### config.mk
export PLATFORM = sky130hd
export DESIGN_NAME = isqrt_input_ctrl
export DESIGN_NICKNAME = d
export VERILOG_FILES = /design/src/rtl/isqrt_input_ctrl.sv
export SDC_FILE = /design/constraint.sdc
export NUM_CORES = 1
export LEC_CHECK = 0
export CAP_MARGIN = 20
export CORE_MARGIN = 10
export CORE_UTILIZATION = 40
export CTS_BUF_LIST = sky130_fd_sc_hd__clkbuf_4
export DETAILED_ROUTE_END_ITERATION = 10
export SYNTH_ARGS = -nofsm -noshare
export SYNTH_HDL_FRONTEND = slang
export SYNTH_SLANG_ARGS = --single-unit
### constraint.sdc
create_clock -name clk -period 4.24 [get_ports clk]
set_clock_uncertainty 0.05 [all_clocks]
set_input_delay 0.848 -clock clk [delete_from_list [all_inputs] [get_ports clk]]
set_output_delay 0.848 -clock clk [all_outputs]
set_load 0.005 [all_outputs]
### src/rtl/isqrt_input_ctrl.sv
// rtl/isqrt_input_ctrl.sv - button/switch front-end for isqrt: sync, debounce, capture, one-shot start, hold-off
// Optional switch-stability auto-start is built when ISQRT_IN_AUTOSTART_EN is defined.
module isqrt_input_ctrl #(
    parameter int DB_CYCLES   = 16,
    parameter int HOLD_CYCLES = 20
) (
    input  logic       clk,
    input  logic       clr,
    input  logic       btn,
    input  logic [7:0] sw,
    output logic [7:0] a,
    output logic       start,
    output logic       busy
);

    localparam int DBW = (DB_CYCLES > 1) ? $clog2(DB_CYCLES) : 1;
    localparam int HW  = (HOLD_CYCLES > 1) ? $clog2(HOLD_CYCLES) : 1;
    localparam logic [DBW-1:0] DB_LAST   = DBW'(DB_CYCLES - 1);
    localparam logic [HW-1:0]  HOLD_LAST = HW'(HOLD_CYCLES - 1);

    typedef enum logic [1:0] {
        S_IDLE,
        S_FIRE,
        S_HOLD,
        S_WAIT_REL
    } state_t;

    logic           r_btn_m;
    logic           r_btn_s;
    logic [7:0]     r_sw_m;
    logic [7:0]     r_sw_s;
    logic           r_btn_db;
    logic           r_btn_db_q;
    logic           r_press;
    logic [DBW-1:0] r_db_cnt;
    logic [HW-1:0]  r_hold_cnt;
    state_t         r_state;
    logic           w_auto;

    always_ff @(posedge clk) begin
        if (clr) begin
            r_btn_m <= 1'b0;
            r_btn_s <= 1'b0;
            r_sw_m  <= 8'h00;
            r_sw_s  <= 8'h00;
        end else begin
            r_btn_m <= btn;
            r_btn_s <= r_btn_m;
            r_sw_m  <= sw;
            r_sw_s  <= r_sw_m;
        end
    end

    // Press is registered so the FSM sees a clean single-cycle pulse one edge after acceptance.
    always_ff @(posedge clk) begin
        if (clr) begin
            r_btn_db   <= 1'b0;
            r_btn_db_q <= 1'b0;
            r_press    <= 1'b0;
            r_db_cnt   <= '0;
        end else begin
            r_btn_db_q <= r_btn_db;
            r_press    <= r_btn_db & ~r_btn_db_q;
            if (r_btn_s == r_btn_db) begin
                r_db_cnt <= '0;
            end else if (r_db_cnt == DB_LAST) begin
                r_btn_db <= r_btn_s;
                r_db_cnt <= '0;
            end else begin
                r_db_cnt <= r_db_cnt + 1'b1;
            end
        end
    end

`ifdef ISQRT_IN_AUTOSTART_EN
    logic [7:0]     r_sw_prev;
    logic [DBW-1:0] r_sw_cnt;

    assign w_auto = (r_state == S_IDLE) && (r_sw_s == r_sw_prev) &&
                    (r_sw_s != a) && (r_sw_cnt == DB_LAST);

    // Counts consecutive idle cycles with a new, unchanging switch value.
    always_ff @(posedge clk) begin
        if (clr) begin
            r_sw_prev <= 8'h00;
            r_sw_cnt  <= '0;
        end else begin
            r_sw_prev <= r_sw_s;
            if ((r_state != S_IDLE) || w_auto || (r_sw_s != r_sw_prev) || (r_sw_s == a)) begin
                r_sw_cnt <= '0;
            end else begin
                r_sw_cnt <= r_sw_cnt + 1'b1;
            end
        end
    end
`else
    assign w_auto = 1'b0;
`endif

    always_ff @(posedge clk) begin
        if (clr) begin
            r_state    <= S_IDLE;
            r_hold_cnt <= '0;
            a          <= 8'h00;
            start      <= 1'b0;
            busy       <= 1'b0;
        end else begin
            start <= 1'b0;
            case (r_state)
                S_IDLE: begin
                    if (r_press || w_auto) begin
                        a       <= r_sw_s;
                        start   <= 1'b1;
                        busy    <= 1'b1;
                        r_state <= S_FIRE;
                    end
                end
                S_FIRE: begin
                    r_hold_cnt <= HOLD_LAST;
                    r_state    <= S_HOLD;
                end
                S_HOLD: begin
                    if (r_hold_cnt == '0) begin
                        if (r_btn_db) begin
                            r_state <= S_WAIT_REL;
                        end else begin
                            r_state <= S_IDLE;
                            busy    <= 1'b0;
                        end
                    end else begin
                        r_hold_cnt <= r_hold_cnt - 1'b1;
                    end
                end
                S_WAIT_REL: begin
                    if (!r_btn_db) begin
                        r_state <= S_IDLE;
                        busy    <= 1'b0;
                    end
                end
                default: begin
                    r_state <= S_IDLE;
                    busy    <= 1'b0;
                end
            endcase
        end
    end

endmodule

==> metrics.md, run 1 <==
| Metric | Value |
|---|---|
| Placed Instance Area | 0.00170 mm2 |
| Die area | 0.00645 mm2 |
| Residual DRC | 0 |
| CTS Hold Bufs | 0 |
| Leak Pwr | 0.000616 uW |
| P_sw | 120 uW |
| N_diodes | 0 |
| CP max stage delay | 0.91 ns |
| Wire length per cell | roughly 12 um |
| Syn nets | 155 |
| Crit path required time | 4.43 ns |
| Top FF cell, synth | dfxtp_1 |
| Net Sw Frac | 19.6% |
| Max-slew violations | 0 |
| Grt ovf | 0 |
| CP arrival | between 2 and 2.5 ns |
| Nets | about 180 |
| Number of global-route vias before repair | slightly below 1k |
| Mapped cell area | 0.00145 mm2 |
| Power per cell area | 349 mW/mm2 |
| Number of H-tree levels | 2 |
| Via Count | 991 |
| First-pass GRT wire length | 4160 um |
| Initial Util | 42.6% |
| Max frequency | 469 MHz |
| Final weighted congestion in routability-driven placement | slightly below 0.7 |
| Initial antenna violation count | 0 |
| Post-route setup slack | 2.11 ns |
| Share of layout cells above drive strength 1 | 6.13% |
| Place WS | 1.74 ns |
| Post-synth EDFFs | 0 |
| Crit path capture type | register |
| Crit Path Max Fanout | 20 |
| Avg Inst Size Synth | 10.2 um2 |
| Status | completed |
| CTS buffer count | 5 |
| Element type at the critical path start | input port |
| Worst slew margin | 34.2% |
| Critical path cell sequence | clkdlybuf4s50_1 > buf_4 > nor2b_1 > nor2b_1 |
| Max IR drop VDD | 184 uV |
| Worst Tran Pin Value | 0.983 ns |
| CTS Sinks | 42 |
| Clock Power Share | 30.3% |
| Worst hold path class | register to register |
| Worst-Skew Late Latency | 0.33 ns |
| Setup_tns | 0 ns |
| Clock Root Buffer | clkbuf_4 |
| Final Critical Period | 2.13 ns |
| Hold slack final | 0.337 ns |
| Slowest-stage cell, CP | clkdlybuf4s50_1 |
| Seq pwr share | 66.2% |
| PortBufs | 20 |
| Final Hold Fails | 0 |
| Die Y | 80.3 um |
| Fillers | 333 |
| Post-synthesis sequential area ratio | ~58% |
| Die Wd | 80.3 um |
| IO Count | 21 |
| Placeable Area | 0.00342 mm2 |
| Starting DRT DRC Count | 71 |
| Routed wire length | about 2500 um |
| Most used cell, CP | nor2b_1 |
| Final setup vio count | 0 |
| DRT Pass-1 Iters | 4 |
| Unrepaired setup endpoints after global routing | false |
| Avg Vias per Cell | 4.74 |
| Synth Register Bits | 42 |
| PostCTS Resize Cnt | 0 |
| Final HPWL DP | 1760 um |
| Routed Antenna Nets | 0 |
| CP Class | input port to register |
| Setup Fix Bufs, Post-CTS | 0 |
| Largest net degree at the start of global routing | 21 |
| Ys Warns | 0 |
| Clk slew on worst S/H paths | 0.11 ns |
| Fin area | about 0.0017 mm2 |
| Deepest clock path buffer count | 2 |
| Library cells used by synthesis | 30 |
| # rows | 21 |
| Synthesis-to-finish area growth | 20.3% |
| Tot GR Track Use | 8.06% |
| Max cap viols | 0 |
| Gate power share | 3.5% |
| CTS tree | built |
| Internal power | 491 uW |
| Mapped Cells | approximately 140 |
| Ys async rst share | 0% |
| Post-route clock period utilization | a little over 50% |
-- through the flow --
stage | util, % | power [uW] | cells
4_1_cts | 51.2 | 620 | 209
2_1_floorplan | - | 424 | 142
3_5_place_dp | 49.7 | 435 | 202
5_1_grt | 51.2 | 639 | 209
6_report | 51.2 | 611 | 209
3_3_place_gp | 49.7 | 434 | 202
-- path summary, 6_finish.rpt --
kind	start	end	slack [ns]	cells past startpoint
max reg2reg	r_state[1]	r_hold_cnt[3]	2.33	3
min	r_btn_db_q	r_press	0.34	1
min reg2reg	r_btn_db_q	r_press	0.34	1
max	clr	r_press	2.11	4
-- power groups by stage --
stage                     Sequential (uW)  Clock (uW)  Combinational, uW
after floorplan                       413           0               10.6
after global placement                413           0               21.2
after detailed placement              414           0               21.5
after CTS                             405         194               21.7
after global routing                  405         210               23.7
final                                 404         185               21.3
-- routing by layer --
| metal | up-vias | wire length (um) | global-route usage (%) |
|---|---|---|---|
| li1 | 513 | - | - |
| met1 | 456 | 1250 | 9.11 |
| met2 | 17 | 1070 | 12.7 |
| met3 | 5 | 113 | 3.34 |
| met4 | 0 | 38 | 4.23 |
| met5 | - | 0 | 0 |
-- final cells by class --
class | instances | area (um2) | area share, %
repair buffers | 21 | 208 | 11.9
well taps | 46 | 57.6 | 3.29
clock buffers | 7 | 52.6 | 3.00
flip-flops and latches | 42 | 841 | 48.1
multi-input cells | 89 | 576 | 32.9
inverters | 4 | 15.0 | 0.858
-- cells in the mapped netlist (2+ instances only) --
| cell type | instances | area [um2] |
|---|---|---|
| xnor2_1 | 2 | 17.5 |
| clkbuf_1 | 6 | 22.5 |
| nand2b_1 | 3 | 18.8 |
| nor2b_1 | 22 | 138 |
| o21ai_0 | 2 | 10.0 |
| inv_1 | 4 | 15.0 |
| mux2i_1 | 9 | 90.1 |
| nor2_1 | 18 | 67.6 |
| dfxtp_1 | 42 | 841 |
| nand2_1 | 3 | 11.3 |
| nor3_1 | 3 | 15.0 |
| a221oi_1 | 2 | 17.5 |
| nand3_1 | 5 | 25.0 |
| a31oi_1 | 2 | 12.5 |
| a21oi_1 | 3 | 15.0 |
| ha_1 | 2 | 25.0 |
-- worst max-delay path: cells and delay by family --
family	cells	cell delay, ns
buf+inv	2	1.26
simple gates	2	0.21
-- logic make-up (layout without fill, tap and decap cells) --
group / after synthesis / after routing / share of synthesized area [%]
and+or+nand+nor: 64 / 64 / 24.8
adders and majority gates: 2 / 2 / 1.72
muxes: 9 / 9 / 6.20
xor gates and xnor gates: 3 / 3 / 1.81
AOI/OAI and AO/OA: 11 / 11 / 4.73
DFF: 42 / 42 / 57.8
buffers and inverters: 11 / 32 / 2.93
-- flip-flops by register name, summed over array words and instances (netlist names) --
| register | cells |
|---|---|
| r_btn_m | 1 |
| start | 1 |
| r_press | 1 |
| r_state | 2 |
| r_btn_db | 1 |
| r_hold_cnt | 5 |
| r_btn_db_q | 1 |
| r_btn_s | 1 |
| r_sw_s | 8 |
| a | 8 |
| r_db_cnt | 4 |
| r_sw_m | 8 |
| busy | 1 |
-- layout by cell type (no fill, tap or decap), drive strengths merged --
cell and instances:
or3 1, o21ai 2, clkbuf 7, nand3 5, or2b 1, nor2b 22, o22ai 1, a221oi 2
and3 1, o211ai 1, nand2b 3, a31oi 2, nor3 3, mux2i 9, nor3b 1, buf 1
ha 2, clkdlybuf4s50 20, xnor2 2, nand2 3, nor2 18, dfxtp 42, or4 1, inv 4
nor4b 1, a21oi 3, nand4bb 1, xor2 1, nor4bb 1, or4b 2
No activity file was read; power rests on OpenSTA's default activity.
==> run 2, diff against run 1 <==
Clock period 4.24 ns to 1.95 ns, I/O delays scaled along.
==> run 2 against run 1 <==
Effect of this change:
- combinational power increased by 120%
- global-route usage decreased by 0.088 points
- final cell count increased by 1.9%
- clock-buffer cell count decreased by 1
- first-iteration DRC count decreased by 27%
- critical path depth increased by 1
- clock power increased by 120%
- non-clock buffer count increased by 3
- via count increased by 0.91%
- power increased by 120%
- critical path type is now register to register
- critical endpoint is now r_state[1]
==> metrics.md, run 2 (same netlist as run 1, synthesis figures left out) <==
| Metric | Value |
|---|---|
| Deepest clock path buffer count | 2 |
| Clock Root Buffer | clkbuf_4 |
| Commonest non-fill, non-tap cell in the layout | dfxtp_1 |
| Final weighted congestion in routability-driven placement | 0.768 |
| Via Count | 1000 |
| Die Wd | 80.3 um |
| Worst hold path endpoint | r_press |
| Fillers | 337 |
| CTS Sinks | 42 |
| Placeable Area | roughly 0.0034 mm2 |
| Final setup vio count | 0 |
| Worst-Skew Late Latency | 0.33 ns |
| CP Class | register to register |
| CTS Hold Bufs | 0 |
| First-pass GRT wire length | 4020 um |
| Setup slack, reg-to-reg | 0.28 ns |
| Post-route clock period utilization | 85.6% |
| Number of global-route vias before repair | 912 |
| # rows | 21 |
| Share of layout cells above drive strength 1 | between 7 and 8% |
| Die area | 0.00645 mm2 |
| CP bufs+invs | 1 |
| Crit path max-delay family | simple AND/OR/NAND/NOR gates |
| Largest regs | a (8), r_sw_m (8), r_sw_s (8) |
| Status | completed |
| Nets | 179 |
| Crit Path Max Fanout | 6 |
| Setup Fix Bufs, Post-CTS | 0 |
| Die Y | 80.3 um |
| Worst hold path class | register to register |
| Clk slew on worst S/H paths | approximately 0.11 ns |
| Max-slew violations | 0 |
| Worst Tran Pin Value | around 0.51 ns |
| Final Util | 51.9% |
| R2R Path Start | r_hold_cnt[0] |
| Crit path capture type | register |
| Power per cell area | around 750 mW/mm2 |
| Largest net degree at the start of global routing | 24 |
| Element type at the critical path start | register |
| Most frequent cells in the layout | dfxtp_1, nor2b_1, clkdlybuf4s50_1 |
| Critical path cell sequence | inv_1 > ha_1 > or4b_2 > a21oi_1 > nor3_1 |
| Crit path required time | 2.13 ns |
| Synthesis-to-finish area growth | 21.9% |
| Worst hold path depth | 1 |
| Number of H-tree levels | 2 |
| Placed Instance Area | 0.00172 mm2 |
| Wire length per cell | 11.4 um |
| WL met3 | around 120 um |
| Met1 WL | 1140 um |
| Max cap viols | 0 |
| DRT Pass-1 Iters | 4 |
| Leak Pwr | ~0.00063 uW |
| Avg Vias per Cell | 4.69 |
| Worst slew margin | 65.3% |
| CP arrival | around 1.9 ns |
| Final Hold Fails | 0 |
| Worst hold path startpoint | r_btn_db_q |
| Final Critical Period | around 1.7 ns |
| IO Count | 21 |
| Highest metal used | met4 |
| Routed wire length | 2430 um |
| Final HPWL DP | approximately 1700 um |
| Initial Util | approximately 43% |
| CP max stage delay | slightly above 0.6 ns |
| CTS buffer count | 5 |
| Grt ovf | 0 |
| Fin area | 0.00177 mm2 |
| CTS tree | built |
| Residual DRC | 0 |
| DR WL met2 | 1130 um |
| N_diodes | 0 |
| Starting DRT DRC Count | 52 |
| Unrepaired setup endpoints after global routing | false |
| R2r endpoint | r_state[1] |
| Slowest-stage cell, CP | or4b_2 |
| PortBufs | 20 |
| Setup_tns | 0 ns |
| Tot GR Track Use | about 8% |
| Cells on worst reg2reg path | 5 |
| Max frequency | around 600 MHz |
| Initial antenna violation count | 0 |
| Routed Antenna Nets | 0 |
| Hold slack final | 0.340 ns |
| PostCTS Resize Cnt | 0 |
| Max IR drop VDD | 396 uV |
run 2: cell types whose count changed in the layout (fill, tap and decap cells not counted):
cell	delta
buf_4	+3
clkinv_2	+1
clkbuf_4	-1
clkinv_1	+1
run 2: worst max-delay path by stage:
stage,slack [ns],cells past startpoint,to,startpoint
6_report,0.28,5,r_state[1],r_hold_cnt[0]
2_1_floorplan,0.37,5,busy,r_hold_cnt[0]
5_1_grt,0.05,5,r_hold_cnt[1],r_hold_cnt[0]
3_3_place_gp,0.32,5,busy,r_hold_cnt[0]
4_1_cts,0.26,1,busy,busy
3_5_place_dp,0.30,5,busy,r_hold_cnt[0]
run 2: metal layers:
metal	track usage, %	vias up
met5	0	-
met4	4.75	0
met3	3.45	5
met2	12.4	17
met1	8.87	457
li1	-	521
run 2: layout make-up:
| class | instances | area (um2) | area share, % |
|---|---|---|---|
| multi-input cells | 89 | 576 | 32.5 |
| clock buffers | 6 | 45.0 | 2.54 |
| inverters | 4 | 15.0 | 0.847 |
| flip-flops and latches | 42 | 841 | 47.4 |
| clock inverters | 2 | 8.76 | 0.494 |
| well taps | 46 | 57.6 | 3.25 |
| repair buffers | 24 | 230 | 13.0 |
run 2: power breakdown:
| group | total [uW] | leakage (uW) | switching, uW | internal, uW |
|---|---|---|---|---|
| sequential | 879 | 0.000342 | 4.20 | 875 |
| combinational | 47.6 | 0.000257 | 17.5 | 30.1 |
| clock | 404 | 0.0000331 | 254 | 150 |
run 2: per-stage QoR:
step	std cells	power (uW)	setup WS, ns
after floorplan	142	921	0.368
after global placement	205	946	0.318
after detailed placement	205	948	0.296
after CTS	213	1350	0.257
after global routing	213	1390	0.0498
final	213	1330	0.281
